### config.mk
export PLATFORM = sky130hd
export DESIGN_NAME = alu_operand_loader_flat
export DESIGN_NICKNAME = d
export VERILOG_FILES = /design/src/rtl/cpu_types_pkg.sv /design/src/rtl/alu_operand_loader_if.sv /design/src/rtl/alu_operand_loader_key_debounce.sv /design/src/rtl/alu_operand_loader.sv /design/src/flat_wrapper.sv
export SDC_FILE = /design/constraint.sdc
export NUM_CORES = 1
export LEC_CHECK = 0
export CORE_MARGIN = 2
export CORE_UTILIZATION = 35
export CTS_CLUSTER_SIZE = 28
export DETAILED_ROUTE_END_ITERATION = 10
export GPL_ROUTABILITY_DRIVEN = 0
export PLACE_DENSITY = 0.61
export SLEW_MARGIN = 40
export SYNTH_ARGS = -nofsm -noshare
export SYNTH_HDL_FRONTEND = slang
export SYNTH_HIERARCHICAL = 1
export SYNTH_SLANG_ARGS = --single-unit
### constraint.sdc
create_clock -name CLOCK_50 -period 1.6 [get_ports CLOCK_50]
set_clock_uncertainty 0.15 [all_clocks]
set_input_delay 0.32 -clock CLOCK_50 [delete_from_list [all_inputs] [get_ports CLOCK_50]]
set_output_delay 0.32 -clock CLOCK_50 [all_outputs]
set_load 0.03 [all_outputs]
### src/rtl/cpu_types_pkg.sv
`default_nettype none
// ============================================================================
// cpu_types_pkg : shared CPU datapath types (word, ALU opcode, loader state)
// Rev 1.0
// ============================================================================
package cpu_types_pkg;

  typedef logic [31:0] word_t;

  typedef enum logic [3:0] {
    ALU_ADD = 4'd0,
    ALU_SUB = 4'd1,
    ALU_AND = 4'd2,
    ALU_OR  = 4'd3,
    ALU_XOR = 4'd4,
    ALU_SLL = 4'd5,
    ALU_SRL = 4'd6,
    ALU_SRA = 4'd7,
    ALU_SLT = 4'd8
  } aluop_t;

  // Encoding is shown on LEDG, so values are fixed 0..6.
  typedef enum logic [2:0] {
    ST_A_LO = 3'd0,
    ST_A_HI = 3'd1,
    ST_B_LO = 3'd2,
    ST_B_HI = 3'd3,
    ST_OP   = 3'd4,
    ST_EXEC = 3'd5,
    ST_SHOW = 3'd6
  } loader_state_t;

  localparam int c_FLAG_W = 3;

endpackage
`default_nettype wire

### src/rtl/alu_operand_loader_if.sv
`default_nettype none
// ============================================================================
// alu_operand_loader_if : operand/opcode bus between loader and ALU
// Rev 1.0
// ============================================================================
interface alu_operand_loader_if;
  import cpu_types_pkg::*;

  word_t                alu_porta;
  word_t                alu_portb;
  aluop_t               alu_op;
  word_t                alu_outport;
  logic [c_FLAG_W-1:0]  alu_flags;

  modport master (
    output alu_porta,
    output alu_portb,
    output alu_op,
    input  alu_outport,
    input  alu_flags
  );

  modport slave (
    input  alu_porta,
    input  alu_portb,
    input  alu_op,
    output alu_outport,
    output alu_flags
  );

endinterface
`default_nettype wire

### src/rtl/alu_operand_loader_key_debounce.sv
`default_nettype none
// ============================================================================
// key_debounce : synchronizes and debounces one active-low push-button
// Rev 1.0
// ============================================================================
module key_debounce #(
  parameter int DEBOUNCE_CYCLES = 500000
) (
  input  wire  CLOCK_50,
  input  wire  RST,
  input  wire  key_n,
  output logic pressed,
  output logic press_pulse
);

  localparam int c_CNT_W = (DEBOUNCE_CYCLES > 1) ? $clog2(DEBOUNCE_CYCLES) : 1;
  localparam logic [c_CNT_W-1:0] c_CNT_MAX = c_CNT_W'(DEBOUNCE_CYCLES - 1);

  logic [1:0]         r_sync;
  logic               r_level;
  logic               r_pulse;
  logic [c_CNT_W-1:0] r_cnt;

  // Counter only runs while the synchronized level disagrees with the
  // accepted one, so any bounce back to the accepted level restarts it.
  always_ff @(posedge CLOCK_50) begin
    if (RST) begin
      r_sync  <= 2'b00;
      r_level <= 1'b0;
      r_pulse <= 1'b0;
      r_cnt   <= '0;
    end else begin
      r_sync  <= {r_sync[0], ~key_n};
      r_pulse <= 1'b0;
      if (r_sync[1] != r_level) begin
        if (r_cnt == c_CNT_MAX) begin
          r_level <= r_sync[1];
          r_pulse <= r_sync[1];
          r_cnt   <= '0;
        end else begin
          r_cnt <= r_cnt + 1'b1;
        end
      end else begin
        r_cnt <= '0;
      end
    end
  end

  assign pressed     = r_level;
  assign press_pulse = r_pulse;

endmodule
`default_nettype wire

### src/rtl/alu_operand_loader.sv
`default_nettype none
// ============================================================================
// alu_operand_loader : button-driven operand/opcode entry sequencer for ALU
// Rev 1.0
// ============================================================================
module alu_operand_loader
  import cpu_types_pkg::*;
#(
  parameter int DEBOUNCE_CYCLES = 500000,
  parameter int NKEYS           = 2
) (
  input  wire                 CLOCK_50,
  input  wire                 RST,
  input  wire  [NKEYS-1:0]    key_n,
  input  wire  [15:0]         sw_data,
  input  wire  [3:0]          sw_op,
  alu_operand_loader_if.master alu,
  output word_t               result,
  output logic [c_FLAG_W-1:0] flags,
  output logic                done,
  output logic [2:0]          state
);

  logic [NKEYS-1:0] w_pressed;
  logic [NKEYS-1:0] w_pulse;
  logic             w_step;
  logic             w_clr;

  generate
    for (genvar gi = 0; gi < NKEYS; gi++) begin : g_key
      key_debounce #(
        .DEBOUNCE_CYCLES(DEBOUNCE_CYCLES)
      ) u_db (
        .CLOCK_50   (CLOCK_50),
        .RST        (RST),
        .key_n      (key_n[gi]),
        .pressed    (w_pressed[gi]),
        .press_pulse(w_pulse[gi])
      );
    end
  endgenerate

  assign w_step = w_pulse[0] & w_pressed[0];
  assign w_clr  = w_pulse[1] & w_pressed[1];

  loader_state_t       r_state;
  loader_state_t       w_next;
  word_t               r_porta;
  word_t               r_portb;
  aluop_t              r_op;
  word_t               r_result;
  logic [c_FLAG_W-1:0] r_flags;
  logic                r_done;

  always_ff @(posedge CLOCK_50) begin
    if (RST) r_state <= ST_A_LO;
    else     r_state <= w_next;
  end

  always_comb begin
    w_next = r_state;
    case (r_state)
      ST_A_LO: if (w_step) w_next = ST_A_HI;
      ST_A_HI: if (w_step) w_next = ST_B_LO;
      ST_B_LO: if (w_step) w_next = ST_B_HI;
      ST_B_HI: if (w_step) w_next = ST_OP;
      ST_OP:   if (w_step) w_next = ST_EXEC;
      ST_EXEC: w_next = ST_SHOW;
      ST_SHOW: if (w_step) w_next = ST_A_LO;
      default: w_next = ST_A_LO;
    endcase
    if (w_clr) w_next = ST_A_LO;
  end

  // Clear takes priority over step and over the EXEC capture.
  always_ff @(posedge CLOCK_50) begin
    if (RST) begin
      r_porta  <= '0;
      r_portb  <= '0;
      r_op     <= ALU_ADD;
      r_result <= '0;
      r_flags  <= '0;
      r_done   <= 1'b0;
    end else if (w_clr) begin
      r_porta <= '0;
      r_portb <= '0;
      r_op    <= ALU_ADD;
      r_done  <= 1'b0;
    end else begin
      case (r_state)
        ST_A_LO: if (w_step) r_porta[15:0]  <= sw_data;
        ST_A_HI: if (w_step) r_porta[31:16] <= sw_data;
        ST_B_LO: if (w_step) r_portb[15:0]  <= sw_data;
        ST_B_HI: if (w_step) r_portb[31:16] <= sw_data;
        ST_OP:   if (w_step) r_op           <= aluop_t'(sw_op);
        ST_EXEC: begin
          r_result <= alu.alu_outport;
          r_flags  <= alu.alu_flags;
          r_done   <= 1'b1;
        end
        ST_SHOW: if (w_step) r_done <= 1'b0;
        default: ;
      endcase
    end
  end

  assign alu.alu_porta = r_porta;
  assign alu.alu_portb = r_portb;
  assign alu.alu_op    = r_op;
  assign result        = r_result;
  assign flags         = r_flags;
  assign done          = r_done;
  assign state         = r_state;

endmodule
`default_nettype wire
### src/flat_wrapper.sv
// flat-port wrapper written by rule: the top's interface ports become plain ports
module alu_operand_loader_flat import cpu_types_pkg::*;
#(
  parameter int DEBOUNCE_CYCLES = 500000,
  parameter int NKEYS           = 2
)
  (CLOCK_50, RST, key_n, sw_data, sw_op, result, flags, done, state, alu_alu_porta, alu_alu_portb, alu_alu_op, alu_alu_outport, alu_alu_flags);
  alu_operand_loader_if alu_i ();
  input  wire CLOCK_50;
  input  wire RST;
  input  wire  [NKEYS-1:0] key_n;
  input  wire  [15:0] sw_data;
  input  wire  [3:0] sw_op;
  output word_t result;
  output logic [c_FLAG_W-1:0] flags;
  output logic done;
  output logic [2:0] state;
  output wire logic [$bits(alu_i.alu_porta)-1:0] alu_alu_porta;
  output wire logic [$bits(alu_i.alu_portb)-1:0] alu_alu_portb;
  output wire logic [$bits(alu_i.alu_op)-1:0] alu_alu_op;
  input wire logic [$bits(alu_i.alu_outport)-1:0] alu_alu_outport;
  input wire logic [$bits(alu_i.alu_flags)-1:0] alu_alu_flags;
  assign alu_alu_porta = alu_i.alu_porta;
  assign alu_alu_portb = alu_i.alu_portb;
  assign alu_alu_op = alu_i.alu_op;
  assign alu_i.alu_outport = alu_alu_outport;
  assign alu_i.alu_flags = alu_alu_flags;
  alu_operand_loader #(.DEBOUNCE_CYCLES(DEBOUNCE_CYCLES), .NKEYS(NKEYS)) u_core (.CLOCK_50(CLOCK_50), .RST(RST), .key_n(key_n), .sw_data(sw_data), .sw_op(sw_op), .alu(alu_i), .result(result), .flags(flags), .done(done), .state(state));
endmodule
# Word-level counts from Yosys, hierarchy flattened
# Index checks and enable logic that the tools add are counted.
dict set report totals {
  out_inout_bits 107
  regBits 153
}
dict set report classes {
  mux 9
  n_reduce_logical 17
  n_eq_ne 16
  addsub 2
  n_bitwise 9
}
# operator count
set op_table {}
lappend op_table {{adder 19 x 1 -> 19 bit, second input constant} 2}
lappend op_table {{== test 19 bit, second input constant} 2}
lappend op_table {{one-hot mux 3 bit (7 select lines)} 1}
lappend op_table {{two-way mux 3 bit} 6}
lappend op_table {{AND reduction 2 bit} 9}
lappend op_table {{!= test 2 x 1 -> 1 bit, second input constant} 6}
lappend op_table {{OR reduction 3 bit} 4}
lappend op_table {{== test 3 bit, second input constant} 3}
lappend op_table {{inverter 1 bit} 7}
lappend op_table {{== test 3 x 2 -> 1 bit, second input constant} 2}
lappend op_table {{AND reduction 6 bit} 1}
lappend op_table {{== test 3 x 1 -> 1 bit, second input constant} 1}
lappend op_table {{logical NOT 3 bit} 1}
lappend op_table {{bitwise AND 1 bit} 2}
lappend op_table {{!= test 1 bit} 2}
lappend op_table {{one-hot mux 1 bit (2 select lines)} 1}
lappend op_table {{nonzero test 2 bit} 1}
lappend op_table {{OR reduction 2 bit} 1}
lappend op_table {{two-way mux 1 bit} 1}

# Longest topological paths before layout
# Gate-level depths: netlist of the first run.
dict set report depth {
  ltp_word 3
  depth_mapped 7
  ltp_nobuf 5
}

# Modules after synthesis
# Netlist of the first run, hierarchy kept.
# module area_per_inst_um2 cells_each instances
set modules_own_cells {}
lappend modules_own_cells {alu_operand_loader 4319.1 433 1}
lappend modules_own_cells {{key_debounce at u_core.g_key[1].u_db} 1128.6 120 1}
lappend modules_own_cells {{key_debounce at u_core.g_key[0].u_db} 1054.8 117 1}

# Least setup slack after synthesis of the first run
# No wires, ideal clock.
dict set report synth_timing {
  kind {reg-to-reg}
  startpoint {register u_core.r_state[1], in the netlist u_core/state[1]}
  endpoint {register u_core.r_porta[0], in the netlist u_core/alu.alu_porta[0]}
  synth_period_minus_slack_ns 1.847
  arrival_time_ns 1.625
  slack_ns -0.247
  setup_ns 0.072
  path_stages_with_launch 7
  required_ns 1.378
  n_path_buf 3
  path_cell_list {dfxtp_1 > buf_2 > and3b_1 > buf_2 > nand2_2 > buf_4 > mux2i_1}
}
dict set report synth_via {
  elab_chain_cells 2
}
# element line
set synth_rtl {}
lappend synth_rtl {{start, declared} alu_operand_loader.sv:46} ;# loader_state_t r_state;
lappend synth_rtl {{start signal, assigned} alu_operand_loader.sv:57} ;# else r_state <= w_next;
lappend synth_rtl {{logical NOT 3 bit} alu_operand_loader.sv:90} ;# case (r_state)
lappend synth_rtl {{AND reduction 2 bit (no line)} -}
lappend synth_rtl {{end signal, assigned} alu_operand_loader.sv:91} ;# ST_A_LO: if (w_step) r_porta[15:0] <= sw_data;
lappend synth_rtl {{end, declared} alu_operand_loader.sv:48} ;# word_t r_porta;
# No other way between the ends.
# A chain may end at the register's enable or synchronous reset.

# Worst setup path in the final report of the first run
dict set report layout_timing {
  startpoint {register u_core.g_key[0].u_db.r_cnt[1]}
  endpoint {register u_core.g_key[0].u_db.r_cnt[17]}
}
dict set report layout_via {
  elab_chain_cells 2
}
# element line
set layout_rtl {}
lappend layout_rtl {{start, declared} alu_operand_loader_key_debounce.sv:22} ;# logic [c_CNT_W-1:0] r_cnt;
lappend layout_rtl {{start signal, assigned} alu_operand_loader_key_debounce.sv:41} ;# r_cnt <= r_cnt + 1'b1;
lappend layout_rtl {{parallel branches: the longest is 2 deep, another holds adder 19 x 1 -> 19 bit} -}
# Several ways; the timed one is not identified.

==> out/qor.yml, run 1 <==
status: "finished with violations"
violations: "negative setup slack"
syn_avg_cell_area_um2: 9.71
synth_nets: 731
ys_seq_area_share_pct: 47.1
synth-warning-count: 6
worst-setup-path-type: "reg2reg"
finalHoldViolCount: 0
coreArea_um2: 18100
cp-end-kind: "flop"
critPathMaxFanout: 3
wl_mm: 17.5
cts_inserted_buffers: 17
p_per_area_nw_per_um2: 849
seq_power_share_pct: 45.9
drtIter0Drc: 208
max-vdd-ir-drop_uv: 740
ys_types: 54
critPathLaunchType: "flop"
antenna_found_initial: 0
via_count: 5484
endpoint: "u_core/g_key[0].u_db/r_cnt[17]"
io_buffers: 165
hold_class: "in2reg"
ys_ff_latch: 153
p_int_mw: 6.42
maxCapViolCount: 0
htree_levels: 4
cts_sinks: 153
synth_top_area_share_pct: 47.1
power.total_mw: 8.31
grt_usage_pct: 17.2
p_leak_nw: 3.77
swShare_pct: 22.8
r2r_slack_ns: -0.02
dr.pass1.iters: 4
fin_ws_ns: -0.0159
relSlewSlack_pct: 65.9
antennaDiodeCount: 0
r2r_start: "u_core/g_key[0].u_db/r_cnt[1]"
cts_tree: "built"
via_per_inst: 4.86
tightest_slew_ns: 0.511
grt_setup_unrepaired: "true"
synthesis.area_um2: 6500
p_clk_share_pct: 49.5
drive_gt1_share_pct: 30.7
rows: 49
die_area_um2: 19700
grt_overflow_total: 0
cp.required_ns: 1.76
synth_ff_type: "dfxtp_1"
grt_pass1_vias: 5419
fmax_mhz: 619
fin_cells: 1129
yosys-top-cells-count: "dfxtp_1, mux2i_1, nand2_1"
net-switching-power_mw: 1.89
layout.nets: 948
async_reset_ff_share_pct: 0
dp_hpwl_mm: 12.0
start_util_pct: 36.0
drt.antenna.violating_nets: 0
final_util_pct: 54.1
placed_cell_area_um2: 8860
cp-startpoint: "u_core/g_key[0].u_db/r_cnt[1]"
arrival_ns: 1.77
postCtsHoldBufs: 0
cts_buffer_depth: 2
r2r_end: "u_core/g_key[0].u_db/r_cnt[17]"
grt_pass1_wl_mm: 27.2
synth_edf_count: 0
clkLatencyLatePin_ns: 0.42
ioPinCount: 166
syn_inst: 670
setup_viol: 2
synth_area_leaders: "dfxtp_1, mux2i_1, nand2b_1"
wl_per_cell_um: 15.5
die_x_um: 140
reg2regPathDepth: 5
maxSlewViolCount: 0
syn2layout_area_growth_pct: 50.5
period_needed_ns: 1.62
yosysMostFrequentCell: "dfxtp_1"
worstHoldStart: "RST"
dp.cells: 1087
combPwrFrac_pct: 4.6
period_share_pct: 101
drc: 0
fp.dieH_um: 140
grt_max_degree: 83
cts.clk_slew.worst_paths_ns: 0.06
synth_top_area_cell: "dfxtp_1"
stdcell_area_um2: 9780
root_buffer: "clkbuf_16"
## sequential cells by signal (all words and copies together) (netlist names)
register,flops
u_core/g_key.u_db/press_pulse,2
u_core/g_key.u_db/r_cnt,38
u_core/result,32
u_core/done,1
u_core/g_key.u_db/r_sync,4
u_core/state,3
u_core/flags,3
u_core/alu.alu_porta,32
u_core/g_key.u_db/pressed,2
u_core/alu.alu_op,4
u_core/alu.alu_portb,32
## worst max-delay path: stages, from the launching register on
cell     delay (ns)
dfxtp_4        0.37
buf_4          0.11
nand4_1        0.13
or4_4          0.54
o21ai_1        0.13
a21oi_1        0.08
## cell usage in the layout, fill, tap and decap left out, drive strengths merged, types with 2 or more instances in the layout
master           n
a21o             2
a21oi           16
and2             3
and3             2
and4             4
and4bb           2
buf             90
bufinv           2
clkbuf          22
clkdlybuf4s15   86
clkdlybuf4s50   57
dfxtp          153
ha               2
inv             14
mux2i           86
nand2           83
nand2b          77
nand3           20
nand4           15
nand4b           2
nor2            45
nor2b            5
nor3             8
nor4            11
o211ai          16
o21ai           22
o31ai            7
or3              3
or4              3
xnor2           19
xor2            11
## metrics by stage
stage | worst slack [ns] | hold slack (ns) | TNS, ns
finish | -0.0159 | 0.177 | -0.0285
global route | -0.0726 | 0.183 | -1.12
CTS | -0.00102 | 0.165 | -0.00108
detailed placement | -0.120 | 0.279 | -1.85
global placement | -0.0746 | 0.282 | -1.05
floorplan | -0.122 | 0.237 | -2.02
## worst min-delay path by stage
| stage | to | cells past startpoint |
|---|---|---|
| floorplan | u_core/g_key[0].u_db/r_sync[0] | 1 |
| global placement | u_core/g_key[0].u_db/r_sync[1] | 1 |
| detailed placement | u_core/g_key[0].u_db/r_sync[1] | 1 |
| CTS | u_core/g_key[0].u_db/r_sync[0] | 3 |
| global route | u_core/g_key[0].u_db/r_sync[0] | 3 |
| finish | u_core/g_key[0].u_db/r_sync[0] | 3 |
## metal layers
layer / GRT usage, % / up-vias / routed length, um
met3: 3.79 / 24 / 669
met1: 21.4 / 2595 / 7700
li1: - / 2746 / -
met2: 28.9 / 119 / 8680
met5: 0 / - / 0
met4: 6.80 / 0 / 412
## power groups by stage
stage	sequential (mW)	clock, mW	combinational, mW
final	3.81	4.11	0.383
after global routing	3.81	4.41	0.412
after CTS	3.82	4.22	0.361
after detailed placement	3.91	0	0.359
after global placement	3.91	0	0.351
after floorplan	3.91	0	0.159
## layout make-up
class | instances | area (um^2)
clock inverters | 13 | 154
multi-input cells | 473 | 3340
fillers | 1555 | 8300
clock buffers | 19 | 443
flip-flops and latches | 153 | 3120
well taps | 229 | 287
repair buffers | 237 | 2420
inverters | 5 | 18.8
## logic make-up (layout without fill, tap and decap cells)
kind of cell,Yosys count,after routing,synth area share [%]
AND/OR/NAND/NOR,290,290,24.8
flip-flops,153,153,47.1
multiplexers,86,86,13.2
AO/OA/AOI/OAI,65,65,6.50
buffers and inverters,44,274,3.89
XOR/XNOR,30,30,4.04
adder cells (fa/ha/maj),2,2,0.385
## timing repair
item | 4_1_cts | 5_1_grt
gates resized for setup | 312 | 62
cloned | 0 | 3
endpoints found under the setup margin | 133 | 90
pin swaps | 7 | 12
buffers inserted | 2 | 5
No activity file was read; power rests on OpenSTA's default activity.
==> run 2: changes to the inputs <==
--- a/config.mk
+++ b/config.mk
@@ -10,9 +10,9 @@
 export CTS_CLUSTER_SIZE = 28
 export DETAILED_ROUTE_END_ITERATION = 10
 export GPL_ROUTABILITY_DRIVEN = 0
-export PLACE_DENSITY = 0.61
+export GPL_TIMING_DRIVEN = 0
+export PLACE_DENSITY = 0.62
 export SLEW_MARGIN = 40
 export SYNTH_ARGS = -nofsm -noshare
 export SYNTH_HDL_FRONTEND = slang
-export SYNTH_HIERARCHICAL = 1
 export SYNTH_SLANG_ARGS = --single-unit
==> out/qor.yml, run 2 <==
status: "finished with violations"  # unchanged
violations: "negative setup slack"  # unchanged
layout.nets: 983  # was 948
ys_ff_latch: 153  # unchanged
syn2layout_area_growth_pct: 70.0  # was 50.5%
grt_pass1_vias: 5300  # was 5419
root_buffer: "clkbuf_16"  # unchanged
ys_types: 41  # was 54
drive_gt1_share_pct: 41.9  # was 30.7%
maxSlewViolCount: 0  # unchanged
worstPathCellList: "or4b_4 -> or4_4 -> o21ai_4 -> buf_6 -> nor2_2"  # was buf_4 -> nand4_1 -> or4_4 -> o21ai_1 -> a21oi_1
fmax_mhz: 476  # was 619 MHz
final_common_cell: "nand2_1"  # was dfxtp_1
r2r_slack_ns: -0.50  # was -0.02 ns
synth_top_area_cell: "dfxtp_1"  # unchanged
io_buffers: 164  # was 165
cts_tree: "built"  # unchanged
synth-warning-count: 0  # was 6
p_per_area_nw_per_um2: 852  # was 849 nW/um^2
wl_per_cell_um: 15.6  # was 15.5 um
synthesis.area_um2: 5790  # was 6500 um^2
grt_setup_unrepaired: "true"  # unchanged
grt_pass1_wl_mm: 27.2  # about the same
yosysMostFrequentCell: "nand2_1"  # was dfxtp_1
hold_class: "in2reg"  # unchanged
r2r_end: "u_core.g_key[0].u_db.r_cnt[5]"  # was u_core/g_key[0].u_db/r_cnt[17]
htree_levels: 4  # unchanged
max-vdd-ir-drop_uv: 898  # was 740 uV
setup_viol: 65  # was 2
top_register: "u_core.g_key.u_db.r_cnt"  # was u_core/g_key.u_db/r_cnt
largest_register_ffs: 38  # unchanged
ys_seq_area_share_pct: 52.9  # was 47.1%
drtIter0Drc: 282  # was 208
antenna_found_initial: 0  # unchanged
cts_sinks: 153  # unchanged
cts_inserted_buffers: 17  # unchanged
synth_area_leaders: "dfxtp_1, nand2_1, a21oi_1"  # was dfxtp_1, mux2i_1, nand2b_1
syn_inst: 689  # was 670
drt.antenna.violating_nets: 0  # unchanged
start_util_pct: 35.4  # was 36.0%
fin_cells: 1155  # was 1129
tightest_slew_ns: 0.506  # was 0.511 ns
cp.required_ns: 1.75  # was 1.76 ns
holdPathStages: 2  # was 3
fin_ws_ns: -0.502  # was -0.0159 ns
dp.cells: 1073  # was 1087
period_needed_ns: 2.10  # was 1.62 ns
synth_ff_type: "dfxtp_1"  # unchanged
rows: 47  # was 49
grt_usage_pct: 19.2  # was 17.2%
antennaDiodeCount: 0  # unchanged
cp-end-kind: "flop"  # unchanged
critPathLaunchType: "flop"  # unchanged
async_reset_ff_share_pct: 0  # unchanged
cp_slowest_cell: "or4_4"  # unchanged
via_per_inst: 4.85  # was 4.86
wl_mm: 18.0  # was 17.5 mm
synth_edf_count: 0  # unchanged
coreArea_um2: 16300  # was 18100 um^2
synth_top_area_share_pct: 52.9  # was 47.1%
cts.clk_slew.worst_paths_ns: 0.06  # about the same
reg2regPathDepth: 5  # unchanged
critPathMaxStageDelay_ns: 0.57  # was 0.54 ns
drc: 0  # unchanged
die_x_um: 133  # was 140 um
via_count: 5607  # was 5484
ioPinCount: 166  # unchanged
hold_end: "u_core.g_key[1].u_db.r_sync[1]"  # was u_core/g_key[0].u_db/r_sync[0]
synth_nets: 750  # was 731
finalHoldWorstSlack_ns: 0.186  # was 0.177 ns
fp.dieH_um: 133  # was 140 um
die_area_um2: 17600  # was 19700 um^2
p_leak_nw: 3.46  # was 3.77 nW
worst-setup-path-type: "reg2reg"  # unchanged
critPathMaxFanout: 5  # was 3
maxCapViolCount: 0  # unchanged
arrival_ns: 2.26  # was 1.77 ns
grt_overflow_total: 0  # unchanged
cts_buffer_depth: 2  # unchanged
final_cell_mix: "nand2_1, dfxtp_1, clkdlybuf4s15_2"  # was dfxtp_1, clkdlybuf4s15_2, mux2i_1
finalHoldViolCount: 0  # unchanged
period_share_pct: 131  # was 101%
r2r_start: "u_core.g_key[0].u_db.r_cnt[7]"  # was u_core/g_key[0].u_db/r_cnt[1]
syn_avg_cell_area_um2: 8.40  # was 9.71 um^2
yosys-top-cells-count: "nand2_1, dfxtp_1, a21oi_1"  # was dfxtp_1, mux2i_1, nand2_1
dp_hpwl_mm: 11.2  # was 12.0 mm
clkLatencyLatePin_ns: 0.42  # about the same
worstHoldStart: "RST"  # unchanged
grt_max_degree: 17  # was 83
dr.pass1.iters: 5  # was 4
relSlewSlack_pct: 66.3  # was 65.9%
[run 2: cell count changes in the layout (fill, tap and decap cells not counted), moves of 37 or more]
cell,before,now
nand2_1,81,135
mux2i_1,86,20
nand2_4,0,38
a21oi_2,1,53
a21oi_1,14,51
nand2b_1,76,2
[run 2: cell families after synthesis]
group                    after synthesis  share of synthesized area, %
AO/OA/AOI/OAI                        127                          11.7
XOR/XNOR                              22                          3.33
AND/OR/NAND/NOR                      320                          25.1
multiplexers                          20                          3.46
adder cells (fa/ha/maj)                2                         0.432
flip-flops                           153                          52.9
buffers and inverters                 45                          3.11
[run 2: per-stage QoR]
| stage | power (mW) | TNS [ns] | util, % | worst slack [ns] | instance area, um^2 |
|---|---|---|---|---|---|
| after floorplan | 3.96 | -9.19 | - | -0.472 | 5960 |
| after global placement | 4.15 | -55.16 | 48.2 | -0.625 | 7870 |
| after detailed placement | 4.15 | -55.47 | 48.2 | -0.631 | 7870 |
| after CTS | 8.44 | -11.61 | 57.4 | -0.514 | 9390 |
| after global routing | 8.65 | -17.53 | 60.2 | -0.558 | 9840 |
| final | 8.39 | -11.83 | 60.2 | -0.502 | 9840 |
[run 2: where the power goes]
| part | switching, mW | total [mW] | internal, mW |
|---|---|---|---|
| Sequential | 0.00433 | 3.80 | 3.79 |
| Clock | 1.59 | 4.31 | 2.71 |
| Combinational | 0.134 | 0.286 | 0.152 |
| Total | 1.73 | 8.39 | 6.66 |
[run 2: routing by layer]
layer | wire length, um | part of all wire, % | global-route usage, %
met5 | 0 | 0 | 0
met4 | 249 | 1.4 | 5.56
met3 | 1180 | 6.6 | 5.59
met1 | 7880 | 44 | 24.5
met2 | 8730 | 48 | 31.8
[run 2: what timing repair did]
item	CTS	global route
hold buffers	0	0
resized for setup	454	205
gates cloned	4	4
buffers inserted	31	16
pin swaps	63	62
setup endpoints to repair	250	157
[run 2: worst max-delay path by stage]
stage,from,depth (start not counted),slack [ns],end
finish,u_core.g_key[0].u_db.r_cnt[7],5,-0.50,u_core.g_key[0].u_db.r_cnt[5]
global route,u_core.g_key[0].u_db.r_cnt[11],5,-0.56,u_core.g_key[0].u_db.r_cnt[5]
CTS,u_core.g_key[0].u_db.r_cnt[7],5,-0.51,u_core.g_key[0].u_db.r_cnt[8]
detailed placement,u_core.g_key[0].u_db.r_cnt[9],5,-0.63,u_core.g_key[0].u_db.r_cnt[7]
global placement,u_core.g_key[0].u_db.r_cnt[9],5,-0.62,u_core.g_key[0].u_db.r_cnt[12]
floorplan,u_core.g_key[0].u_db.r_cnt[9],5,-0.47,u_core.g_key[0].u_db.r_cnt[9]
[run 2: worst max-delay path: cells and delay by family (launching register included)]
kind | cells | cell delay (ns)
DFF | 1 | 0.32
AOI/OAI and AO/OA | 1 | 0.21
and+or+nand+nor | 3 | 1.15
buffers and inverters | 1 | 0.17
[run 2: final cells by class]
type / instances / area (um^2)
Buffer: 36 / 399
Clock buffer: 22 / 505
Clock inverter: 10 / 138
Fill cell: 1426 / 6500
Inverter: 5 / 18.8
Multi-Input combinational cell: 491 / 3290
Sequential cell: 153 / 3130
Tap cell: 220 / 275
Timing Repair Buffer: 218 / 2090
